==> config.mk <==
export PLATFORM = sky130hd
export DESIGN_NAME = cdb_broadcaster
export DESIGN_NICKNAME = d
export VERILOG_FILES = /design/src/rtl/cdb_broadcaster.sv
export SDC_FILE = /design/constraint.sdc
export NUM_CORES = 1
export LEC_CHECK = 0
export CORE_AREA = 4 4 153 185
export CTS_BUF_LIST = sky130_fd_sc_hd__clkbuf_8
export CTS_CLUSTER_DIAMETER = 80
export CTS_CLUSTER_SIZE = 30
export DETAILED_ROUTE_END_ITERATION = 10
export DIE_AREA = 0 0 157 189
export PLACE_DENSITY = 0.79
export SLEW_MARGIN = 15
export SYNTH_ARGS = -nofsm -noshare
export SYNTH_HDL_FRONTEND = slang
export SYNTH_SLANG_ARGS = --single-unit
==> constraint.sdc <==
create_clock -name clk -period 5.3 [get_ports clk]
set_input_delay 1.325 -clock clk [delete_from_list [all_inputs] [get_ports clk]]
set_output_delay 1.325 -clock clk [all_outputs]
set_load 0.01 [all_outputs]
==> src/rtl/cdb_broadcaster.sv <==
// Common data bus producer: per-source result FIFOs, round-robin arbitration, one registered broadcast per cycle.
// Optional same-cycle bypass for empty FIFOs is enabled by defining CDB_BYPASS_EN.
module cdb_broadcaster #(
  parameter int NUM_SRC    = 4,
  parameter int DATA_W     = 32,
  parameter int LABEL_W    = 5,
  parameter int FIFO_DEPTH = 2
) (
  input  logic                       clk,
  input  logic                       rst_n,
  input  logic                       flush,
  input  logic [NUM_SRC-1:0]         src_valid,
  input  logic [NUM_SRC*LABEL_W-1:0] src_label,
  input  logic [NUM_SRC*DATA_W-1:0]  src_data,
  output logic [NUM_SRC-1:0]         src_ready,
  output logic                       BCEN,
  output logic [LABEL_W-1:0]         BClabel,
  output logic [DATA_W-1:0]          BCdata
);

  localparam int SRC_W = (NUM_SRC > 1) ? $clog2(NUM_SRC) : 1;
  localparam int PTR_W = $clog2(FIFO_DEPTH);
  localparam int CNT_W = $clog2(FIFO_DEPTH + 1);

  logic [CNT_W-1:0]   count_q  [NUM_SRC];
  logic [CNT_W-1:0]   count_d  [NUM_SRC];
  logic [PTR_W-1:0]   rd_ptr_q [NUM_SRC];
  logic [PTR_W-1:0]   rd_ptr_d [NUM_SRC];
  logic [PTR_W-1:0]   wr_ptr_q [NUM_SRC];
  logic [PTR_W-1:0]   wr_ptr_d [NUM_SRC];
  logic [LABEL_W-1:0] mem_label_q [NUM_SRC][FIFO_DEPTH];
  logic [DATA_W-1:0]  mem_data_q  [NUM_SRC][FIFO_DEPTH];

  logic [SRC_W-1:0]   last_grant_q, last_grant_d;
  logic               bcen_q, bcen_d;
  logic [LABEL_W-1:0] bc_label_q, bc_label_d;
  logic [DATA_W-1:0]  bc_data_q, bc_data_d;

  logic [NUM_SRC-1:0] accept, enq_req, eligible, enq, pop;
  logic               grant_valid, found_hi;
  logic [SRC_W-1:0]   winner, winner_hi, winner_lo;
  logic [LABEL_W-1:0] win_label;
  logic [DATA_W-1:0]  win_data;

  // Handshake: a transfer happens at a rising edge when src_valid[i] && src_ready[i];
  // ready comes only from the registered count, and a flush cycle drops the transfer.
  always_comb begin
    for (int i = 0; i < NUM_SRC; i++) begin
      src_ready[i] = (count_q[i] < CNT_W'(FIFO_DEPTH));
      accept[i]    = src_valid[i] && src_ready[i] && !flush;
      enq_req[i]   = accept[i] && (src_label[i*LABEL_W +: LABEL_W] != '0);
`ifdef CDB_BYPASS_EN
      eligible[i]  = (count_q[i] != '0) || enq_req[i];
`else
      eligible[i]  = (count_q[i] != '0);
`endif
    end
  end

  // Round robin: prefer the lowest eligible index above last_grant, else wrap to the lowest overall.
  always_comb begin
    grant_valid = |eligible;
    found_hi    = 1'b0;
    winner_hi   = last_grant_q;
    winner_lo   = last_grant_q;
    for (int i = NUM_SRC - 1; i >= 0; i--) begin
      if (eligible[i]) begin
        if (SRC_W'(i) > last_grant_q) begin
          winner_hi = SRC_W'(i);
          found_hi  = 1'b1;
        end else begin
          winner_lo = SRC_W'(i);
        end
      end
    end
    winner = found_hi ? winner_hi : winner_lo;
  end

  always_comb begin
    win_label = '0;
    win_data  = '0;
    for (int i = 0; i < NUM_SRC; i++) begin
      pop[i] = grant_valid && !flush && (winner == SRC_W'(i)) && (count_q[i] != '0);
      enq[i] = enq_req[i];
      if (winner == SRC_W'(i)) begin
        win_label = mem_label_q[i][rd_ptr_q[i]];
        win_data  = mem_data_q[i][rd_ptr_q[i]];
`ifdef CDB_BYPASS_EN
        if (count_q[i] == '0) begin
          win_label = src_label[i*LABEL_W +: LABEL_W];
          win_data  = src_data[i*DATA_W +: DATA_W];
          enq[i]    = enq_req[i] && !grant_valid;
        end
`endif
      end
    end
  end

  always_comb begin
    for (int i = 0; i < NUM_SRC; i++) begin
      count_d[i]  = count_q[i];
      rd_ptr_d[i] = rd_ptr_q[i];
      wr_ptr_d[i] = wr_ptr_q[i];
      if (flush) begin
        count_d[i]  = '0;
        rd_ptr_d[i] = '0;
        wr_ptr_d[i] = '0;
      end else begin
        if (enq[i]) wr_ptr_d[i] = wr_ptr_q[i] + PTR_W'(1);
        if (pop[i]) rd_ptr_d[i] = rd_ptr_q[i] + PTR_W'(1);
        case ({enq[i], pop[i]})
          2'b10:   count_d[i] = count_q[i] + CNT_W'(1);
          2'b01:   count_d[i] = count_q[i] - CNT_W'(1);
          default: count_d[i] = count_q[i];
        endcase
      end
    end
  end

  // Label and data hold their last broadcast value while the bus is idle.
  always_comb begin
    bcen_d       = grant_valid && !flush;
    bc_label_d   = bc_label_q;
    bc_data_d    = bc_data_q;
    last_grant_d = last_grant_q;
    if (bcen_d) begin
      bc_label_d   = win_label;
      bc_data_d    = win_data;
      last_grant_d = winner;
    end
  end

  always_ff @(posedge clk) begin
    if (!rst_n) begin
      for (int i = 0; i < NUM_SRC; i++) begin
        count_q[i]  <= '0;
        rd_ptr_q[i] <= '0;
        wr_ptr_q[i] <= '0;
      end
      last_grant_q <= SRC_W'(NUM_SRC - 1);
      bcen_q       <= 1'b0;
      bc_label_q   <= '0;
      bc_data_q    <= '0;
    end else begin
      for (int i = 0; i < NUM_SRC; i++) begin
        count_q[i]  <= count_d[i];
        rd_ptr_q[i] <= rd_ptr_d[i];
        wr_ptr_q[i] <= wr_ptr_d[i];
      end
      last_grant_q <= last_grant_d;
      bcen_q       <= bcen_d;
      bc_label_q   <= bc_label_d;
      bc_data_q    <= bc_data_d;
    end
  end

  always_ff @(posedge clk) begin
    for (int i = 0; i < NUM_SRC; i++) begin
      if (enq[i]) begin
        mem_label_q[i][wr_ptr_q[i]] <= src_label[i*LABEL_W +: LABEL_W];
        mem_data_q[i][wr_ptr_q[i]]  <= src_data[i*DATA_W +: DATA_W];
      end
    end
  end

  assign BCEN    = bcen_q;
  assign BClabel = bc_label_q;
  assign BCdata  = bc_data_q;

endmodule

* Word-level counts from Yosys, hierarchy flattened
Memories as Yosys holds them, arrays and structs flattened.
Index checks and enable logic that the tools add are counted.
** Word-level totals
- RAM bits :: 312
- Bits of input ports :: 155
- Register bits after elaboration :: 40
- Memories kept :: 5
- Output and inout port bits :: 42
- Logic and storage cells :: 235
** Cells by class
- Order comparisons :: 20
- Equal/unequal tests :: 11
- $add $sub $neg :: 16
- Mux-type cells :: 123
- Bitwise gates (word level) :: 20
- Reductions and logical operators :: 36
** Memory list
- mem_data_q :: words 4, bits a word 64, read ports 4, clocked after Yosys merged registers in 0, wr ports 4, line 32 : logic [DATA_W-1:0] mem_data_q [NUM_SRC][FIFO_DEPTH];
- mem_label_q :: words 4, bits a word 10, read ports 4, clocked after Yosys merged registers in 0, wr ports 4, line 31 : logic [LABEL_W-1:0] mem_label_q [NUM_SRC][FIFO_DEPTH];
- count_q :: words 4, bits a word 2, read ports 4, clocked after Yosys merged registers in 0, wr ports 4, line 25 : logic [CNT_W-1:0] count_q [NUM_SRC];
- rd_ptr_q :: words 4, bits a word 1, read ports 4, clocked after Yosys merged registers in 0, wr ports 4, line 27 : logic [PTR_W-1:0] rd_ptr_q [NUM_SRC];
- wr_ptr_q :: words 4, bits a word 1, read ports 4, clocked after Yosys merged registers in 0, wr ports 4, line 29 : logic [PTR_W-1:0] wr_ptr_q [NUM_SRC];
** Operator list (count)
- $mux 32 :: 20
- $mux 64 :: 4
- $demux 32 s1 :: 4
- $mux 5 :: 20
- $mux 2 :: 25
- $mux 10 :: 4
- $mux 1 :: 38
- $logic_and 1x1->1 :: 25
- $demux 5 s1 :: 4
- $reduce_bool 5->1 :: 4
- $ge 2x2->1 const B :: 8
- $not 1->2 :: 8
- $pmux 2 s2 :: 4
- $eq 2x2->1 const B :: 6
- $or 1x1->1 :: 12
- $eq 2x1->1 const B :: 5
- $add 1x1->1 const B :: 8
- $add 2x1->2 const B :: 4
- $lt 2x1->1 const B :: 4
- $lt 2x2->1 const B :: 4
- $reduce_bool 2->1 :: 4
- $sub 2x1->2 const B :: 4
- $gt 1x2->1 const A :: 2
- $gt 2x2->1 const A :: 2
- 3 further kinds :: 3

* Logic depth before layout (Yosys ltp)
- Depth after elaboration :: 17
- Gate-level depth with buffers :: 11
- Mapped depth without buffers :: 9

* Least setup slack after synthesis
No wires, ideal clock.
- Path kind :: in2reg
- From :: input flush
- To :: memory mem_data_q[0][0] (netlist bit), enable pin
- Setup slack :: 1511 ps
- Arrival time :: 3358 ps
- Required time :: 4869 ps
- Setup time :: 431 ps
- Path buffers :: 1
- Stages on the path :: 4
- Cell sequence :: clkbuf_1 -> nor2_1 -> o211ai_1 -> nor2_1
** RTL lines
- start, declared :: line 11 : input logic flush,
- end, declared :: line 32

* Worst setup path after layout
- From :: input flush
- To :: register bc_data_q[11], in the netlist BCdata[11]
** Between the ends
- Word-level cells in the longest chain between the ends :: 2
** RTL lines
- $logic_not 1->1 :: line 122 : bcen_d = grant_valid && !flush;
- $logic_and 1x1->1 :: line 122
- end signal, assigned :: line 153 : bc_data_q <= bc_data_d;
- end, declared :: line 37 : logic [DATA_W-1:0] bc_data_q, bc_data_d;
No other way between the ends.
A chain may end at the register's enable or synchronous reset.

==> impl_metrics.yaml <==
floorplanning:
  rows: 66
  initial_core_util_pct: 53.86
  die-width_um: 157
  chipHeight_um: 189
  pin_count: 197
  die_area_um2: 29670
  core_area_um2: 26670
worst_setup_path:
  worstSetupPathType: "input pin to register"
  crit_start: "flush"
  worstSetupEndpointType: "register"
  reg2reg_from: "count_q[1][0]$_SDFFE_PP0P_"
  crit_path_start_kind: "input pin"
  worstPathRequired_ps: 5800
  arrival_ps: 3860
  crit_fanout: 38
clocking:
  clkLatencyLatePin_ps: 560
  cts_setup_buffers: 0
  h-tree-depth: 1
  cts_sinks: 352
  cts_hold_buf: 0
  cts_buffers: 15
  ctsResizeCount: 0
  path_clk_slew_ps: 170
  cts_tree: "built"
  clk_path_buf_depth: 3
  cts_root_buf: "clkbuf_8"
min_path:
  hold_path_class: "register to register"
  min_from: "BCdata[30]$_SDFFE_PN0P_"
timing:
  clock.fmax_ghz: 0.2970
  slew_headroom_pct: 18.63
  final_hold_viol_count: 0
  tightest_slew_ps: 1220
  fin_worst_skew_ps: 16.39
  grt_setup_unrepaired: "no"
  tns_ps: 0
  min_period_ps: 3367
  setup_ws_ps: 1933
  setup_viol: 0
  maxSlewViolCount: 0
  min_period_over_period_pct: 63.52
detailed_routing:
  drt_first_pass_iters: 5
  wl_um: 31850
  via_count: 8090
  via_per_inst: 5.879
  routedWlPerCell_um: 23.15
  route.detailed.drc: 0
  antenna_left: 0
  drt_iter0_markers: 518
global_route:
  antenna_found_initial: 0
  grt-ovfl-total: 0
  grt_pass1_vias: 8222
  grt_pass1_wl_um: 47950
  grt_max_degree: 77
  track_usage_pct: 20.94
logic_synthesis:
  synth_cells: 862
  syn_area_per_cell_um2: 16.67
  ys_warn_count: 0
  synthArstFlopShare_pct: 0
  synth_area_leaders: "edfxtp_1, mux2_2, dfxtp_1"
  yosys.area.top_type: "edfxtp_1"
  synth-edff-count: 299
  synthTopCellsByCount: "edfxtp_1, mux2_2, dfxtp_1"
  yosysMostFrequentCell: "edfxtp_1"
  synth_nets: 1023
  synth-seq-area-share_pct: 69.88
  syn_area_um2: 14370
  post_synth_num_cell_types: 56
  synthFlopType: "edfxtp_1"
  synth_seq_cells: 352
  synth_top_area_share_pct: 62.50
power:
  power.density_nw_per_um2: 297.0
  p_leak_nw: 5.344
  ir_drop_uv: 284.0
place:
  portBuffers: 196
  gp_congestion: 0.8046
  hpwl_um: 21820
  dp_slack_ps: 1405
layout:
  layout.nets: 1189
  final_layout_size_suffix_gt1_share_pct: 21.43
  diodes: 0
  area_delta_synth_final_pct: 16.81
status:
  status: "complete, no violations"
run:
  maxCapViolCount: 0
## cell type report
cell class	count	area, um^2
well taps	340	425.4
flip-flops and latches	352	10040
multi-input cells	439	3934
repair buffers	209	2059
clock inverters	9	60.06
fillers	1960	9892
clock buffers	16	220.2
inverters	11	41.29
## sequential cells by signal (all words and copies together), names as in the netlist
register	cells
BCEN	1
BCdata	32
BClabel	5
count_q	8
last_grant_q	2
mem_data_q	256
mem_label_q	40
rd_ptr_q	4
wr_ptr_q	4
## layer usage
layer	share of wire (%)	global-route usage, %	up-vias
met1	42	30.00	4029
met4	2.6	5.843	0
met3	6.0	2.309	35
li1	-	-	3748
met5	0	0	-
met2	49	34.32	278
## cells in the final DEF (no fill, tap or decap), types with 6 or more instances in the layout
cell type,count
clkbuf_8,16
nor2_4,6
clkdlybuf4s50_1,196
dfxtp_1,52
nor2_1,19
buf_4,13
o311ai_0,14
mux2_2,110
xnor2_1,8
a221oi_1,6
a21oi_1,49
o311ai_1,24
a221oi_2,30
o21ai_0,13
mux2i_1,38
o21ai_1,29
a21oi_2,30
inv_1,18
edfxtp_1,299
## power breakdown
part	switching [mW]	internal [mW]	leakage (nW)	total, mW
Clock	0.758	0.335	0.168	1.09
Sequential	0.0555	3.12	3.18	3.17
Combinational	0.388	0.332	1.99	0.720
Total	1.20	3.78	5.34	4.98
## path summary, 6_finish.rpt
path | slack, ps | depth (start not counted) | end
worst min-delay path | 530 | 2 | BCdata[30]$_SDFFE_PN0P_
worst max-delay path | 1930 | 5 | BCdata[11]$_SDFFE_PN0P_
worst min register to register | 530 | 2 | BCdata[30]$_SDFFE_PN0P_
worst max register to register | 1990 | 9 | count_q[2][1]$_SDFFE_PP0P_
## per-stage QoR
stage / util (%) / hold WS, ps / area (um^2) / std cells / total power, mW
after CTS: 62.91 / 534.9 / 16780 / 1376 / 5.019
after global placement: 61.86 / 497.8 / 16500 / 1351 / 3.939
after detailed placement: 61.86 / 509.5 / 16500 / 1351 / 3.958
final: 62.91 / 534.6 / 16780 / 1376 / 4.984
after floorplan: - / 508.2 / 14370 / 862 / 3.650
after global routing: 62.91 / 570.4 / 16780 / 1376 / 5.172
## kinds of logic after synthesis
logic type	Yosys count	synth area share, %
muxes	148	11.27
and+or+nand+nor	55	2.029
adders and majority gates	6	0.5225
DFF	352	69.88
xor gates and xnor gates	12	0.7316
AOI/OAI and AO/OA	218	12.32
buffers and inverters	71	3.240
## worst max-delay path: stages
cell and delay [ps]:
clkdlybuf4s50_1 630, nand2b_1 580, a31oi_4 1030, a21oi_1 130
a21oi_2 150
Note: power is estimated with default switching activity, not from simulation.
